===== src/rtl/ahb_prio_arbiter.sv =====
// ahb_prio_arbiter
//   Central AHB arbiter for a multi-master bus matrix. The highest hprior among requesting
//   masters wins. Equal priorities rotate round-robin, searching upward from the last winner.
//   Ownership changes only at legal AHB handover points: never inside a fixed-length burst,
//   and never while the owner holds hlock.
// Ports
//   hclk, hreset_n      clock; synchronous active-low reset
//   hbusreq, hlock      per-master bus request and locked-transfer request
//   hprior              per-master priority, master i at [i*PRIO_W +: PRIO_W]
//   htrans, hburst      HTRANS/HBURST of the current address-phase owner
//   hready              bus HREADY
//   hgrant              one-hot grant
//   hmaster, hmaster_d  address-phase and data-phase owner index
//   hmastlock           current address phase is locked
// The arbiter mode (park / own / burst / locked) is not stored. It follows from hbusreq,
// beat_cnt_q and hlock[hmaster].
module ahb_prio_arbiter #(
    parameter int unsigned MASNUM  = 4,
    parameter int unsigned PRIO_W  = 2,
    parameter int unsigned DEF_MAS = 0
) (
    input  logic                      hclk,
    input  logic                      hreset_n,
    input  logic [MASNUM-1:0]         hbusreq,
    input  logic [MASNUM-1:0]         hlock,
    input  logic [MASNUM*PRIO_W-1:0]  hprior,
    input  logic [1:0]                htrans,
    input  logic [2:0]                hburst,
    input  logic                      hready,
    output logic [MASNUM-1:0]         hgrant,
    output logic [$clog2(MASNUM)-1:0] hmaster,
    output logic [$clog2(MASNUM)-1:0] hmaster_d,
    output logic                      hmastlock
);

    localparam int unsigned IDX_W = $clog2(MASNUM);

    localparam logic [1:0] TRANS_IDLE   = 2'b00;
    localparam logic [1:0] TRANS_NONSEQ = 2'b10;
    localparam logic [1:0] TRANS_SEQ    = 2'b11;
    localparam logic [2:0] BURST_INCR   = 3'b001;

    logic [IDX_W-1:0]  hmaster_q, hmaster_dp_q, rr_ptr_q;
    logic              mastlock_q;
    logic [4:0]        beat_cnt_q, beat_cnt_d;
    logic [4:0]        burst_last;
    logic              accept, hp, any_req;
    logic [IDX_W-1:0]  win_idx;
    logic [PRIO_W-1:0] prio_arr [MASNUM];

    for (genvar g = 0; g < MASNUM; g++) begin : g_prio
        assign prio_arr[g] = hprior[g*PRIO_W +: PRIO_W];
    end

    assign accept  = hready & ((htrans == TRANS_NONSEQ) | (htrans == TRANS_SEQ));
    assign any_req = |hbusreq;

    // Beats remaining after the NONSEQ beat, decoded from HBURST[2:1].
    // SINGLE and INCR both decode to 0.
    always_comb begin
        burst_last = 5'd0;
        case (hburst[2:1])
            2'b00:   burst_last = 5'd0;
            2'b01:   burst_last = 5'd3;
            2'b10:   burst_last = 5'd7;
            default: burst_last = 5'd15;
        endcase
    end

    always_comb begin
        beat_cnt_d = beat_cnt_q;
        if (hready && htrans == TRANS_IDLE) begin
            beat_cnt_d = 5'd0;
        end else if (accept && htrans == TRANS_NONSEQ) begin
            beat_cnt_d = burst_last;
        end else if (accept && htrans == TRANS_SEQ && beat_cnt_q != 5'd0) begin
            beat_cnt_d = beat_cnt_q - 5'd1;
        end
    end

    // BUSY inside a fixed burst matches none of these terms, so it cannot hand over.
    assign hp = hready & ~hlock[hmaster_q] &
                ((htrans == TRANS_IDLE) |
                 (accept & (htrans == TRANS_NONSEQ) & (beat_cnt_d == 5'd0)) |
                 (accept & (htrans == TRANS_SEQ) & (beat_cnt_q == 5'd1)) |
                 (accept & (hburst == BURST_INCR)));

    // Search starts at rr_ptr+1 and wraps. A strict '>' keeps the first tied master in
    // search order, which makes equal priorities rotate.
    always_comb begin
        logic              found;
        logic [PRIO_W-1:0] best;
        int unsigned       idx;
        logic [IDX_W-1:0]  cand;
        found   = 1'b0;
        best    = '0;
        idx     = 0;
        cand    = '0;
        win_idx = IDX_W'(DEF_MAS);
        for (int unsigned k = 1; k <= MASNUM; k++) begin
            idx = int'(rr_ptr_q) + k;
            if (idx >= MASNUM) idx = idx - MASNUM;
            cand = IDX_W'(idx);
            if (hbusreq[cand] && (!found || prio_arr[cand] > best)) begin
                found   = 1'b1;
                best    = prio_arr[cand];
                win_idx = cand;
            end
        end
    end

    always_ff @(posedge hclk) begin
        if (!hreset_n) begin
            hmaster_q    <= IDX_W'(DEF_MAS);
            hmaster_dp_q <= IDX_W'(DEF_MAS);
            rr_ptr_q     <= IDX_W'(DEF_MAS);
            mastlock_q   <= 1'b0;
            beat_cnt_q   <= 5'd0;
        end else begin
            beat_cnt_q <= beat_cnt_d;
            if (hready) hmaster_dp_q <= hmaster_q;
            if (hp) begin
                hmaster_q  <= win_idx;
                mastlock_q <= hlock[win_idx];
                if (any_req) rr_ptr_q <= win_idx;
            end else if (hready) begin
                mastlock_q <= hlock[hmaster_q];
            end
        end
    end

    // Grant is decoded from the registered owner, so it is one-hot and always matches hmaster.
    assign hgrant    = MASNUM'(1) << hmaster_q;
    assign hmaster   = hmaster_q;
    assign hmaster_d = hmaster_dp_q;
    assign hmastlock = mastlock_q;

endmodule

===== config.mk =====
export PLATFORM = sky130hd
export DESIGN_NAME = ahb_prio_arbiter
export DESIGN_NICKNAME = d
export VERILOG_FILES = /design/src/rtl/ahb_prio_arbiter.sv
export SDC_FILE = /design/constraint.sdc
export NUM_CORES = 1
export LEC_CHECK = 0
export BUFFER_PORTS_ARGS = -buffer_cell sky130_fd_sc_hd__buf_2
export CAP_MARGIN = 25
export CORE_MARGIN = 5
export CORE_UTILIZATION = 55
export CTS_BUF_LIST = sky130_fd_sc_hd__clkbuf_2
export DETAILED_ROUTE_END_ITERATION = 6
export GPL_ROUTABILITY_DRIVEN = 0
export PLACE_DENSITY = 0.8
export SETUP_SLACK_MARGIN = 0.5
export SYNTH_ARGS = -nofsm -noshare
export SYNTH_HDL_FRONTEND = slang
export SYNTH_SLANG_ARGS = --single-unit

===== constraint.sdc =====
create_clock -name hclk -period 6.5 [get_ports hclk]
set_input_delay 0.65 -clock hclk [delete_from_list [all_inputs] [get_ports hclk]]
set_output_delay 0.65 -clock hclk [all_outputs]
set_load 0.02 [all_outputs]

==> flow_summary.toml <==
[clock_tree]
cts_tree = "yes"
clock_sink_count = 12
clk_latency_ns = 0.27
cts_made_buffers = 3
clk_pin_slew_ns = 0.12
h-tree-depth = 1
cts-root-buf = "clkbuf_2"
cts.path.max_buffers = 2

[detailed_routing]
ant_nets = 0
routedWlPerCell_um = 13.8
wl_mm = 3.59
via_per_inst = 5.95
drt_iter0_markers = 99
route.vias.total = 1547
route.detailed.drc = 0
drtPass1Iterations = 4

[sta]
finalSetupTns_ns = 0
max_freq_mhz = 176
slew_headroom_pct = 61.4
tightest_slew_ns = 0.573
rsz0062_at_grt = "false"
finalHoldViolCount = 0
post-route-min-period_ns = 5.67
final-setup-viol-count = 0
skew_ns = 0.00703
drv_slew = 0
fin_crit_sh_pct = 87.2

[floorplanning]
die_height_um = 63.8
ios = 33
rows = 19
placeableCoreArea_sq_um = 2760
start_util_pct = 57.7
die_area_sq_um = 4070
die_w_um = 63.8

[finish]
n_fill_cell = 271
diodes = 0
layout-drive-gt1-share_pct = 27.1
synthToLayoutAreaGrowth_pct = 12.9
layout.cells.non_filler = 260
nets = 261

[synth]
synth_edf_count = 0
yosysTopAreaCellShare_pct = 15.1
synthFlopType = "dfxtp_1"
yosysMostFrequentCell = "nor2_1"
synth.distinct_cells = 54
syn-num-nets = 229
synth_top_area_cell = "dfxtp_1"
synth-async-reset-ratio_pct = 0
syn_inst = 198
synth_seq_cells = 12
yosysSeqAreaShare_pct = 15.1
synthTopCellsByCount = "22 x nor2_1, 20 x nand2_1, 12 x dfxtp_1, 12 x mux2i_1"
yosysWarningCount = 0
post_synth.cell_area_avg_sq_um = 8.03
ys_top_cells_by_area = "dfxtp_1 15%, mux2i_1 7.6%, mux4_2 5.7%, ha_1 5.5%, nor2_1 5.2%"
netlist_area_sq_um = 1590

[grt]
antenna_found_initial = 0
grt_overflow = 0
grt_pass1_vias = 1404
grt_pass1_wl_mm = 6.14
grt_start_max_net_pins = 16
groute.usage.overall_pct = 17.9

[power]
p_per_area_nw_per_um2 = 175
power_leakage_nw = 0.762
peakVddDrop_mv = 0.145

[setup_path]
path_common_cell = "ha_1"
required_ns = 6.67
crit_fanout = 11
crit_path_end_kind = "register"
crit_slowest_cell = "or4_1"
crit_arrival_ns = 5.84
start_kind = "primary input"
cp_cell_sequence = "buf_2, mux2_2, o21ai_2, a211oi_1, ha_1, or2_2, a21oi_1, a22o_4, o21ai_1, mux4_2, ha_1, nor2b_1, a2bb2oi_2, o221ai_4, mux2_2, ha_1, nor2b_1, o21ai_0, o211a_1, nor2_1, or4_1, xnor2_1, and2_1"
critical_path_class = "in2reg"
slowest_delay_ns = 0.51

[place]
dpl.hpwl_mm = 2.85
dp.cells = 254
numPortBuffers = 32

[run_status]
status = "finished, final reports clean"

[run]
max-cap-violations = 0

[worst_hold_path]
hp-class = "reg2reg"
==> state kept, by name (all words and copies together) (netlist names) <==
signal and count:
hmaster 2, hmastlock 1, beat_cnt_q 5, hmaster_d 2
rr_ptr_q 2
==> cells in the final DEF, fill, tap and decap left out, types with 4 or more instances in the layout <==
master	instances
mux2_2	6
buf_2	32
nor2_1	22
o21ai_0	9
mux2i_1	12
o211a_1	5
ha_1	7
inv_1	8
o211ai_1	6
buf_4	6
a21oi_1	9
dfxtp_1	10
mux4_2	4
nand2_1	20
nor2b_1	8
o21ai_1	5
==> path summary, 6_finish.rpt <==
| check | start | end | slack [ns] | depth (start not counted) |
|---|---|---|---|---|
| setup / recovery | hbusreq[3] | rr_ptr_q[0] | 0.83 | 23 |
| hold reg to reg | beat_cnt_q[4] | beat_cnt_q[4] | 0.47 | 2 |
| hold / removal | beat_cnt_q[4] | beat_cnt_q[4] | 0.47 | 2 |
| setup reg to reg | rr_ptr_q[1] | rr_ptr_q[0] | 0.84 | 23 |
==> worst max-delay path, delay by kind of cell <==
family          cells  cell delay (ns)
compound gates      9             1.66
xor+xnor            1             0.14
fa+ha+maj           3             0.88
buf+inv             1             0.16
mux                 3             0.99
simple gates        6             1.37
==> power breakdown <==
group | total (mW) | switching (mW) | internal (mW)
Sequential | 0.0848 | 0.00704 | 0.0778
Combinational | 0.190 | 0.101 | 0.0888
Clock | 0.0391 | 0.0257 | 0.0134
==> through the flow <==
stage | worst slack, ns | util [%] | hold slack, ns | area (sq um) | total power [mW]
finish | 0.830 | 65.1 | 0.468 | 1800 | 0.314
global route | 0.510 | 65.1 | 0.518 | 1800 | 0.342
CTS | 0.612 | 64.2 | 0.469 | 1770 | 0.306
detailed placement | 0.394 | 63.5 | 0.449 | 1750 | 0.267
global placement | 0.562 | 63.5 | 0.441 | 1750 | 0.263
floorplan | 0.815 | - | 0.425 | 1590 | 0.229
==> repair_timing <==
action | in CTS | in global routing
setup buffers | 0 | 2
hold buffers | 0 | 0
resized for setup | 1 | 3
hold endpoints to repair | 0 | 0
setup endpoints to repair | 3 | 5
pin swaps | 0 | 1
==> cell families (layout without fill, tap and decap cells) <==
group	count (synthesis)	in the layout	share of synthesized area (%)
muxes	26	26	22.2
buffers and inverters	20	51	6.77
xor gates and xnor gates	4	4	2.20
and+or+nand+nor	70	70	20.9
AOI/OAI and AO/OA	59	59	27.3
adders and majority gates	7	7	5.51
DFF	12	12	15.1
==> layout make-up <==
class	instances	area (sq um)	share of cell area [%]
Multi-Input combinational cell	166	1250	69.5
Timing Repair Buffer	38	205	11.4
Clock buffer	3	15.0	0.836
Clock inverter	1	3.75	0.209
Tap cell	31	38.8	2.16
Sequential cell	12	245	13.7
Inverter	9	38.8	2.16
==> per-layer routing <==
layer	part of all wire (%)	vias to the layer above	global-route usage (%)
met5	0	-	0
met4	1.2	0	6.49
met3	3.9	5	2.10
met2	48	29	30.1
met1	47	717	23.4
li1	-	796	-
Note: power is estimated with default switching activity, not from simulation.
